<file path="config.mk">
export PLATFORM = sky130hd
export DESIGN_NAME = pulse_stretcher_mc
export DESIGN_NICKNAME = d
export VERILOG_FILES = /design/src/rtl/pulse_stretcher_mc.sv
export SDC_FILE = /design/constraint.sdc
export NUM_CORES = 1
export LEC_CHECK = 0
export CAP_MARGIN = 20
export CORE_MARGIN = 4
export CORE_UTILIZATION = 40
export CTS_BUF_LIST = sky130_fd_sc_hd__clkbuf_4 sky130_fd_sc_hd__clkbuf_8
export CTS_CLUSTER_SIZE = 30
export DETAILED_ROUTE_END_ITERATION = 7
export RECOVER_POWER = 50
export SKIP_CTS_REPAIR_TIMING = 1
export SLEW_MARGIN = 10
export SYNTH_ARGS = -nofsm -noshare
export SYNTH_HDL_FRONTEND = slang
export SYNTH_SLANG_ARGS = --single-unit
</file>
<file path="constraint.sdc">
create_clock -name clk -period 5.4 [get_ports clk]
set_input_delay 1.08 -clock clk [delete_from_list [all_inputs] [get_ports clk]]
set_output_delay 1.08 -clock clk [all_outputs]
set_load 0.05 [all_outputs]
</file>
<file path="src/rtl/pulse_stretcher_mc.sv">
`default_nettype none
// =============================================================================
// Module      : pulse_stretcher_mc
// Description : CH independent pulse stretchers with programmable length,
//               retrigger/non-retrigger mode, optional holdoff, drop reporting.
// Revision    : 1.0 - initial release
// =============================================================================
module pulse_stretcher_mc #(
    parameter int CH   = 4,
    parameter int CW   = 8,
    parameter int HOLD = 0,
    parameter int EDGE = 0
) (
    input  logic             clk,
    input  logic             rst_n,
    input  logic [CH-1:0]    in_pulse,
    input  logic [CH*CW-1:0] len,
    input  logic [CH-1:0]    retrig,
    input  logic [CH-1:0]    clr,
    output logic [CH-1:0]    out_pulse,
    output logic [CH-1:0]    busy,
    output logic [CH-1:0]    drop,
    output logic             any_active
);

    localparam int              HW      = (HOLD > 0) ? $clog2(HOLD + 1) : 1;
    localparam int              HOLD_M1 = (HOLD > 0) ? HOLD - 1 : 0;
    localparam logic [HW-1:0]   HLOAD   = HW'(HOLD_M1);

    typedef enum logic [1:0] {
        IDLE    = 2'd0,
        STRETCH = 2'd1,
        HOLDOFF = 2'd2
    } state_t;

    logic [CH-1:0] trig;

    // prev resets high so an input already asserted at reset release is not an edge
    generate
        if (EDGE != 0) begin : g_edge
            logic [CH-1:0] prev;
            always_ff @(posedge clk or negedge rst_n) begin
                if (!rst_n) prev <= '1;
                else        prev <= in_pulse;
            end
            assign trig = in_pulse & ~prev;
        end else begin : g_level
            assign trig = in_pulse;
        end
    endgenerate

    for (genvar i = 0; i < CH; i++) begin : g_ch
        state_t         state, state_nxt;
        logic [CW-1:0]  cnt, cnt_nxt, len_raw, cnt_load;
        logic [HW-1:0]  hcnt, hcnt_nxt;
        logic           out_q, busy_q, drop_q;
        logic           out_nxt, busy_nxt, drop_nxt;

        assign len_raw  = len[i*CW +: CW];
        assign cnt_load = (len_raw == '0) ? '0 : len_raw - CW'(1);

        always_ff @(posedge clk or negedge rst_n) begin
            if (!rst_n) begin
                state  <= IDLE;
                cnt    <= '0;
                hcnt   <= '0;
                out_q  <= 1'b0;
                busy_q <= 1'b0;
                drop_q <= 1'b0;
            end else begin
                state  <= state_nxt;
                cnt    <= cnt_nxt;
                hcnt   <= hcnt_nxt;
                out_q  <= out_nxt;
                busy_q <= busy_nxt;
                drop_q <= drop_nxt;
            end
        end

        always_comb begin
            state_nxt = state;
            cnt_nxt   = cnt;
            hcnt_nxt  = hcnt;
            drop_nxt  = 1'b0;
            if (clr[i]) begin
                state_nxt = IDLE;
                cnt_nxt   = '0;
                hcnt_nxt  = '0;
            end else begin
                case (state)
                    IDLE: begin
                        if (trig[i]) begin
                            state_nxt = STRETCH;
                            cnt_nxt   = cnt_load;
                        end
                    end
                    STRETCH: begin
                        // a retrigger on the final count keeps the output continuous
                        if (trig[i] && retrig[i]) begin
                            cnt_nxt = cnt_load;
                        end else begin
                            drop_nxt = trig[i];
                            if (cnt != '0) begin
                                cnt_nxt = cnt - CW'(1);
                            end else if (HOLD > 0) begin
                                state_nxt = HOLDOFF;
                                hcnt_nxt  = HLOAD;
                            end else begin
                                state_nxt = IDLE;
                            end
                        end
                    end
                    HOLDOFF: begin
                        drop_nxt = trig[i];
                        if (hcnt == '0) state_nxt = IDLE;
                        else            hcnt_nxt  = hcnt - HW'(1);
                    end
                    default: begin
                        state_nxt = IDLE;
                        cnt_nxt   = '0;
                        hcnt_nxt  = '0;
                    end
                endcase
            end
            out_nxt  = (state_nxt == STRETCH);
            busy_nxt = (state_nxt != IDLE);
        end

        assign out_pulse[i] = out_q;
        assign busy[i]      = busy_q;
        assign drop[i]      = drop_q;
    end

    assign any_active = |out_pulse;

endmodule
`default_nettype wire

</file>
== Yosys cells after proc, flatten, opt, wreduce, memory -nomap -nowiden ==
Index checks and enable logic that the tools add are counted.
Word-level totals
  register bits after elaboration: 56
  memory bits (read-only): 0
  memories: 0
  latch bits: 0
  logic and storage cells: 165
  memory bits (writable): 0
  output and inout bits: 13
Cells by class
  reductions and logical operators: 29
  eq/ne operators: 28
  bitwise gates (word level): 0
  muxes and demuxes: 72
  divide/modulo/power cells: 0
  multipliers: 0
  shift-type cells: 0
  magnitude comparators: 0
  $add $sub $neg: 12
Operator list (count)
  $mux W8: 20
  $pmux W8 S3: 4
  $sub A8 B1 Y8 const B: 8
  $mux W2: 20
  $logic_not A8 Y1: 4
  $reduce_bool A8 Y1: 4
  $pmux W2 S3: 4
  $eq A2 B1 Y1 const B: 8
  $mux W1: 16
  $ne A4 B4 Y1 const B: 4
  $pmux W1 S2: 8
  $ne A3 B3 Y1 const B: 4
  $reduce_and A3 Y1: 4
  $eq A2 B2 Y1 const B: 4
  $logic_not A2 Y1: 4
  $ne A2 B1 Y1 const B: 4
  $ne A2 B2 Y1 const B: 4
  $reduce_bool A2 Y1: 4
  $reduce_or A2 Y1: 4
  $logic_and A1 B1 Y1: 4
  $reduce_or A4 Y1: 1
  $sub A1 B1 Y1 const B: 4

== Depth between registers and ports, before layout ==
Gate-level depths: netlist of run 1.
  depth in word-level cells: 6
  mapped depth: 8

== Least setup slack after synthesis of run 1 ==
No wires, ideal clock.
  path type: input-to-reg
  from: input len[8]
  to: register g_ch[1].cnt[2]
  path buffers: 0
  arrival: 2435 ps
  stages: 7
  library setup time: 121 ps
  path slack: 2844 ps
  cells stage by stage: inv_1 ha_1 or3b_2 o41ai_1 mux2_2 o32ai_1 a22o_1
On the way
  longest elaborated chain between the ends: 5
Ends and longest elaborated chain
  start: declaration: RTL line 17  | input logic [CH*CW-1:0] len,
  $sub A8 B1 Y8 / $logic_not A8 Y1 (equally long branches): RTL line 60  | assign cnt_load = (len_raw == '0) ? '0 : len_raw - CW'(1);
  $mux W8 *: RTL line 60
  $mux W8, on equally long branches: RTL line 99, 92
  $pmux W8 S3 *: RTL line 90  | case (state)
  $mux W8 *: RTL line 85  | if (clr[i]) begin
  end signal: assignment: RTL line 72  | cnt <= cnt_nxt;
  end: declaration: RTL line 54  | logic [CW-1:0] cnt, cnt_nxt, len_raw, cnt_load;
Mark *: on every way between the ends. The rest lies on a longest branch, timed or not. The select of a mux whose other input is x is not followed.
A chain may end at the register's enable or synchronous reset.

==> qor.csv, run 1 <==
stage;metric;value;unit
outcome;status;finished with violations;
outcome;failing checks;max-capacitance violations, max-slew violations;
global_route;number of antenna violations at the first check in global routing;0;
timing;Max Slew Vio Count;53;
power_and_ir_drop;Power per Cell Area;237;nW/µm²
power_and_ir_drop;sw frac;37.4;%
route;post-route ant nets;0;
synthesis;Synth Flop Type;dfrtp_1;
global_route;total congestion overflow;0;
synthesis;flops & latches, synth;52;
synthesis;synthesized instance count;480;
setup_path;CP Cell Sequence;buf_2 -> clkbuf_1;
synthesis;largest family of logic cells by synthesized area;compound AO/OA/AOI/OAI gates;
global_route;vias in the first global route;3473;
global_route;global-route wire length before repair;16000;µm
setup_path;FF-to-FF Start;g_ch[3].cnt[2];
synthesis;Synth Area in Compound Gates;22.9;%
synthesis;simple-gate share of the synthesized area;21.4;%
floorplan;core area;9910;µm²
power_and_ir_drop;Seq pwr share;41.2;%
setup_path;critical-path maximum fanout;52;
hold_path;worst hold path type;register to register;
clock_network;total CTS buffers;5;
timing;Tcrit/Tclk final;64.5;%
synthesis;synth warn;0;
synthesis;ys async rst share;100;%
power_and_ir_drop;Max IR drop VDD;129;µV
power_and_ir_drop;clock power share;20.2;%
power_and_ir_drop;Comb power frac;38.6;%
route;drt pass-1 iters;4;
setup_path;endpoint type of the worst setup path;asynchronous set/reset pin;
power_and_ir_drop;internal power;715;µW
clock_network;clock slew seen by the registers of the worst setup and hold paths;0.10;ns
timing;RSZ-0062 raised after global routing;no;
synthesis;Post-synth top cells;dfrtp_1 (52), nor2_1 (40), inv_1 (39), nand2_1 (37), ha_1 (32);
place;DP HPWL;7190;µm
synthesis;Post-Syn Area;4110;µm²
synthesis;count leader, synth;dfrtp_1;
timing;final setup TNS;0;ns
synthesis;Yosys top cell area share;31.6;%
synthesis;post-synth top area cell;dfrtp_1;
final_layout;Layout area overhead;17.1;%
route;DRC violation total after the first TritonRoute iteration;178;
floorplan;number of core rows;36;
setup_path;critical path required time;5.17;ns
setup_path;slowest cell on the critical path;clkbuf_1;
clock_network;Clock Sinks;52;
final_layout;nets@finish;604;
floorplan;Die Ht;109;µm
route;final WL;9510;µm
setup_path;WP buf/inv;2;
timing;Clock Skews;0.0139;ns
clock_network;CTS tree;built;
clock_network;clock root buffer;clkbuf_8;
place;final RePlAce weighted congestion;0.860;
floorplan;die area;12000;µm²
setup_path;worst setup path startpoint;rst_n;
synthesis;syn nets;558;
power_and_ir_drop;P_sw;427;µW
timing;Min Clock Period, post-route;3.48;ns
setup_path;Top delay family on crit path;buffers and inverters;
setup_path;WS Path Type;input pin to asynchronous set/reset pin;
final_layout;FF/Latch Area;1300;µm²
global_route;largest net degree at the start of global routing;53;
route;Remaining DRCs;0;
final_layout;multi-input logic area;2540;µm²
global_route;GRT Total Usage;16.3;%
timing;Final setup viols;0;
floorplan;Initial Util;41.5;%
synthesis;mux cell area share after synthesis;2.49;%
clock_network;clock latency on the worst-skew pair;0.31;ns
timing;Max-slew headroom;-97.0;%
route;Vias/cell;5.57;
setup_path;Crit path arrival time;3.26;ns
setup_path;CP Launch Type;input pin;
place;IO buf count;58;
power_and_ir_drop;Leakage Power;2.07;nW
timing;Final Hold Violating Endpoints;0;
flow_run;total of max-cap violations;1;
timing;Slew @ Worst Pin;2.95;ns
synthesis;Post-synth EDFFs;0;
final_layout;Inserted Diodes;0;
timing;Peak Freq;287;MHz
final_layout;share of cells above drive strength 1;4.36;%
synthesis;Area contributors post-synth;dfrtp_1 (32%), ha_1 (9.7%), a22o_1 (4.3%), nor2_1 (3.6%), xnor2_1 (3.6%);
route;wire per inst;14.4;µm
hold_path;Hold Startpoint;g_ch[0].cnt[7];
floorplan;IO Count;59;
synthesis;xor/xnor share of the synthesized area;5.11;%
synthesis;Avg Cell Area, Syn;8.57;µm²
synthesis;register area share after synthesis;31.6;%
final_layout;Final Util;48.6;%
floorplan;die width;109;µm
setup_path;Crit path largest cell delay;2.08;ns
clock_network;H-tree depth;2;
route;total number of vias;3677;
synthesis;Distinct cells, synth;60;
synthesis;Post-Synth Adder-Cell Area;9.73;%
clock_network;Max clock buf depth;2;
final_layout;Filler cells;986;
[power by group through the flow]
stage | registers [mW] | clock network (mW) | logic (mW)
floorplan | 0.466 | 0 | 0.327
global placement | 0.477 | 0 | 0.438
detailed placement | 0.478 | 0 | 0.440
CTS | 0.470 | 0.239 | 0.443
global route | 0.478 | 0.256 | 0.491
finish | 0.471 | 0.230 | 0.441
[flip-flops by register name, summed over array words and instances, names as in the netlist]
signal and cells:
g_ch.drop_q 4, g_ch.busy_q 4, g_ch.out_q 4, g_ch.cnt 32, g_ch.state 8
[layout make-up]
cell class,count,area share (%)
inverters,39,3.04
well taps,133,3.45
clock inverters,3,0.390
repair buffers,59,12.0
clock buffers,5,1.43
multi-input cells,369,52.6
flip-flops and latches,52,27.0
[per-layer routing]
layer  part of all wire [%]  vias up  GRT usage (%)
li1                       -     1849              -
met1                     48     1748           22.7
met2                     47       76           26.4
met3                    4.2        4           2.58
met4                   0.83        0           4.01
met5                      0        -              0
[layout by cell type (no fill, tap or decap), types with 3 or more instances in the layout]
cell / instances
o22ai_1: 22
o31ai_1: 4
nor3b_1: 7
dfrtp_1: 52
mux2i_1: 8
clkdlybuf4s50_1: 52
nor2b_1: 5
nand2b_1: 11
nor2_1: 40
clkbuf_8: 5
ha_1: 32
o32ai_1: 5
dlygate4sd3_1: 5
o21ai_0: 16
nor3_1: 25
a22o_1: 20
nand3_1: 4
a21oi_1: 25
and2_1: 6
nor4_1: 9
a211oi_1: 7
or4_1: 6
or3_1: 6
nand2_1: 37
xnor2_1: 17
o41ai_1: 5
inv_1: 39
xor2_1: 7
a31oi_1: 3
[kinds of logic (layout without fill, tap and decap cells)]
kind of cell / after synthesis / in the layout
and+or+nand+nor: 170 / 170
DFF: 52 / 52
muxes: 10 / 10
AOI/OAI and AO/OA: 133 / 133
adders and majority gates: 32 / 32
xor gates and xnor gates: 24 / 24
buffers and inverters: 59 / 106
[per-stage QoR]
step	area, µm²	hold slack (ns)	cells	setup slack, ns	power, mW
final	4820	0.537	660	1.92	1.14
after global routing	4820	0.564	660	1.26	1.23
after CTS	4820	0.545	660	2.27	1.15
after detailed placement	4730	0.515	652	2.14	0.918
after global placement	4730	0.515	652	2.21	0.915
after floorplan	4110	0.485	480	2.84	0.793
[worst paths after layout]
kind,end,slack [ns],cells past startpoint
worst max-delay path,g_ch[2].busy_q,1.92,2
worst min-delay path,g_ch[0].cnt[7],0.54,1
worst max register to register,g_ch[3].cnt[0],2.99,4
worst min register to register,g_ch[0].cnt[7],0.54,1
max in group clk,any_active,2.32,2
min in group asynchronous,g_ch[1].cnt[0],1.83,2
(Power assumes the default switching activity.)
==> inputs of run 2 (changes only) <==
==> constraint.sdc (replaced) <==
create_clock -name clk -period 3.5 [get_ports clk]
set_input_delay 0.7 -clock clk [delete_from_list [all_inputs] [get_ports clk]]
set_output_delay 0.7 -clock clk [all_outputs]
set_load 0.05 [all_outputs]
==> qor.csv, run 2 (same netlist as run 1, synthesis figures left out) <==
stage;metric;value;unit;change
power_and_ir_drop;Power per Cell Area;364;nW/µm²;was 237 nW/µm²
floorplan;number of core rows;36;;unchanged
setup_path;worst r2r dst;g_ch[1].cnt[6];;was g_ch[3].cnt[0]
final_layout;Inserted Diodes;0;;unchanged
setup_path;Reg2Reg Depth;7;;was 4
clock_network;Clock Sinks;52;;unchanged
final_layout;largest reg by FF count;g_ch.cnt;;unchanged
final_layout;top flop regs;g_ch.cnt x32, g_ch.state x8;;unchanged
power_and_ir_drop;Max IR drop VDD;174;µV;was 129 µV
setup_path;FF-to-FF Start;g_ch[1].cnt[0];;was g_ch[3].cnt[2]
final_layout;Layout area overhead;17.2;%;was 17.1%
final_layout;most frequent cells in the layout;clkdlybuf4s50_1 (53), dfrtp_1 (52), nor2_1 (40), inv_1 (39), nand2_1 (37);;was dfrtp_1 (52), clkdlybuf4s50_1 (52), nor2_1 (40), inv_1 (39), nand2_1 (37)
route;post-route ant nets;0;;unchanged
final_layout;commonest non-fill, non-tap cell in the layout;clkdlybuf4s50_1;;
route;DRC violation total after the first TritonRoute iteration;114;;was 178
route;Remaining DRCs;0;;unchanged
clock_network;CTS tree;built;;unchanged
place;dpl ws;0.636;ns;was 2.14 ns
route;wire per inst;14.5;µm;was 14.4 µm
clock_network;total CTS buffers;5;;unchanged
global_route;GRT Total Usage;16.5;%;was 16.3%
timing;Peak Freq;373;MHz;
timing;Final setup viols;0;;unchanged
route;final WL;9590;µm;was 9510 µm
timing;Setup WS post-layout;0.819;ns;was 1.92 ns
hold_path;worst hold path type;input pin to asynchronous set/reset pin;;was register to register
global_route;largest net degree at the start of global routing;28;;was 53
clock_network;clock root buffer;clkbuf_8;;unchanged
route;drt pass-1 iters;4;;unchanged
timing;Max Slew Vio Count;28;;was 53
timing;RSZ-0062 raised after global routing;no;;unchanged
flow_run;total of max-cap violations;1;;unchanged
place;dpl cell area;4750;µm²;was 4730 µm²
place;DP HPWL;7490;µm;was 7190 µm
floorplan;Die Ht;109;µm;unchanged
clock_network;clock latency on the worst-skew pair;0.30;ns;was 0.31 ns
global_route;global-route wire length before repair;16300;µm;was 16000 µm
setup_path;Crit path arrival time;1.98;ns;was 3.26 ns
final_layout;nets@finish;606;;was 604
route;total number of vias;3647;;was 3677
final_layout;Final Cell Area;4820;µm²;about the same
timing;Max-slew headroom;-5.17;%;was -97.0%
final_layout;max FFs per register;32;;unchanged
final_layout;Filler cells;985;;was 986
timing;Clock Skews;0.0107;ns;was 0.0139 ns
floorplan;IO Count;59;;unchanged
final_layout;Final Non-Filler Cells;661;;was 660
floorplan;die width;109;µm;unchanged
place;IO buf count;58;;unchanged
final_layout;share of cells above drive strength 1;4.17;%;was 4.36%
route;met2 wire len;4500;µm;was 4470 µm
clock_network;clock slew seen by the registers of the worst setup and hold paths;0.10;ns;about the same
setup_path;endpoint type of the worst setup path;primary output;;was asynchronous set/reset pin
clock_network;H-tree depth;2;;unchanged
route;top routing layer in use;met4;;unchanged
clock_network;Max clock buf depth;2;;unchanged
timing;Min Clock Period, post-route;2.68;ns;
final_layout;Final Util;48.6;%;about the same
timing;Min Hold Slack;0.179;ns;was 0.537 ns
setup_path;r2r setup slk;1.24;ns;was 2.99 ns
floorplan;Initial Util;41.5;%;unchanged
timing;Final Hold Violating Endpoints;0;;unchanged
place;final RePlAce weighted congestion;0.861;;was 0.860
setup_path;CP Launch Type;register;;was input pin
route;metal3 WL;381;µm;was 403 µm
global_route;total congestion overflow;0;;unchanged
setup_path;WS Path Type;register to primary output;;was input pin to asynchronous set/reset pin
route;Vias/cell;5.52;;was 5.57
route;metal1 wirelength;4620;µm;was 4560 µm
setup_path;critical-path maximum fanout;2;;was 52
power_and_ir_drop;Leakage Power;2.07;nW;about the same
timing;final setup TNS;0;ns;unchanged
outcome;status;finished with violations;;unchanged
global_route;vias in the first global route;3571;;was 3473
power_and_ir_drop;Overall Power;1.75;mW;was 1.14 mW
place;placed cells;654;;was 652
timing;Slew @ Worst Pin;1.58;ns;was 2.95 ns
floorplan;die area;12000;µm²;unchanged
setup_path;critical path required time;2.80;ns;was 5.17 ns
timing;Tcrit/Tclk final;76.6;%;
global_route;number of antenna violations at the first check in global routing;0;;unchanged
floorplan;core area;9910;µm²;unchanged
outcome;failing checks;max-capacitance violations, max-slew violations;;unchanged
-- run 2: changes by cell type in the layout (fill, tap and decap cells not counted), sizes merged --
cell           change
clkbuf             +3
dlygate4sd3        -1
clkinv             -2
clkdlybuf4s50      +1
-- run 2: final cells by class --
class / count / area [µm²] / area share (%)
sequential: 52 / 1300 / 27.0
timing repair buffer: 61 / 589 / 12.2
clock buffer: 6 / 76.3 / 1.58
tap: 133 / 166 / 3.45
clock inverter: 1 / 5.00 / 0.104
inverter: 39 / 146 / 3.04
multi-input combinational: 369 / 2540 / 52.6
-- run 2: where the power goes --
part	internal (mW)	switching (mW)	total (mW)
Sequential	0.660	0.0666	0.727
Combinational	0.307	0.378	0.685
Clock	0.145	0.198	0.342
Total	1.11	0.642	1.75
-- run 2: worst max-delay path by stage --
stage,start,end,slack [ns],cells past startpoint
2_1_floorplan,len[8],g_ch[1].cnt[2],1.32,7
3_3_place_gp,len[20],g_ch[2].cnt[1],0.69,6
3_5_place_dp,len[20],g_ch[2].cnt[1],0.64,6
4_1_cts,g_ch[1].out_q,any_active,0.77,2
5_1_grt,g_ch[1].out_q,any_active,0.76,2
6_report,g_ch[1].out_q,any_active,0.82,2
-- run 2: per-layer routing --
layer,GRT usage [%],up-vias
met5,0,-
met4,3.56,0
met3,1.76,6
met2,27.9,71
met1,22.8,1720
li1,-,1850
-- run 2: critical path, cell delays in order, from the launching register on --
cell and delay, ns:
dfrtp_1 0.41, or4_1 0.55, clkdlybuf4s50_1 0.72
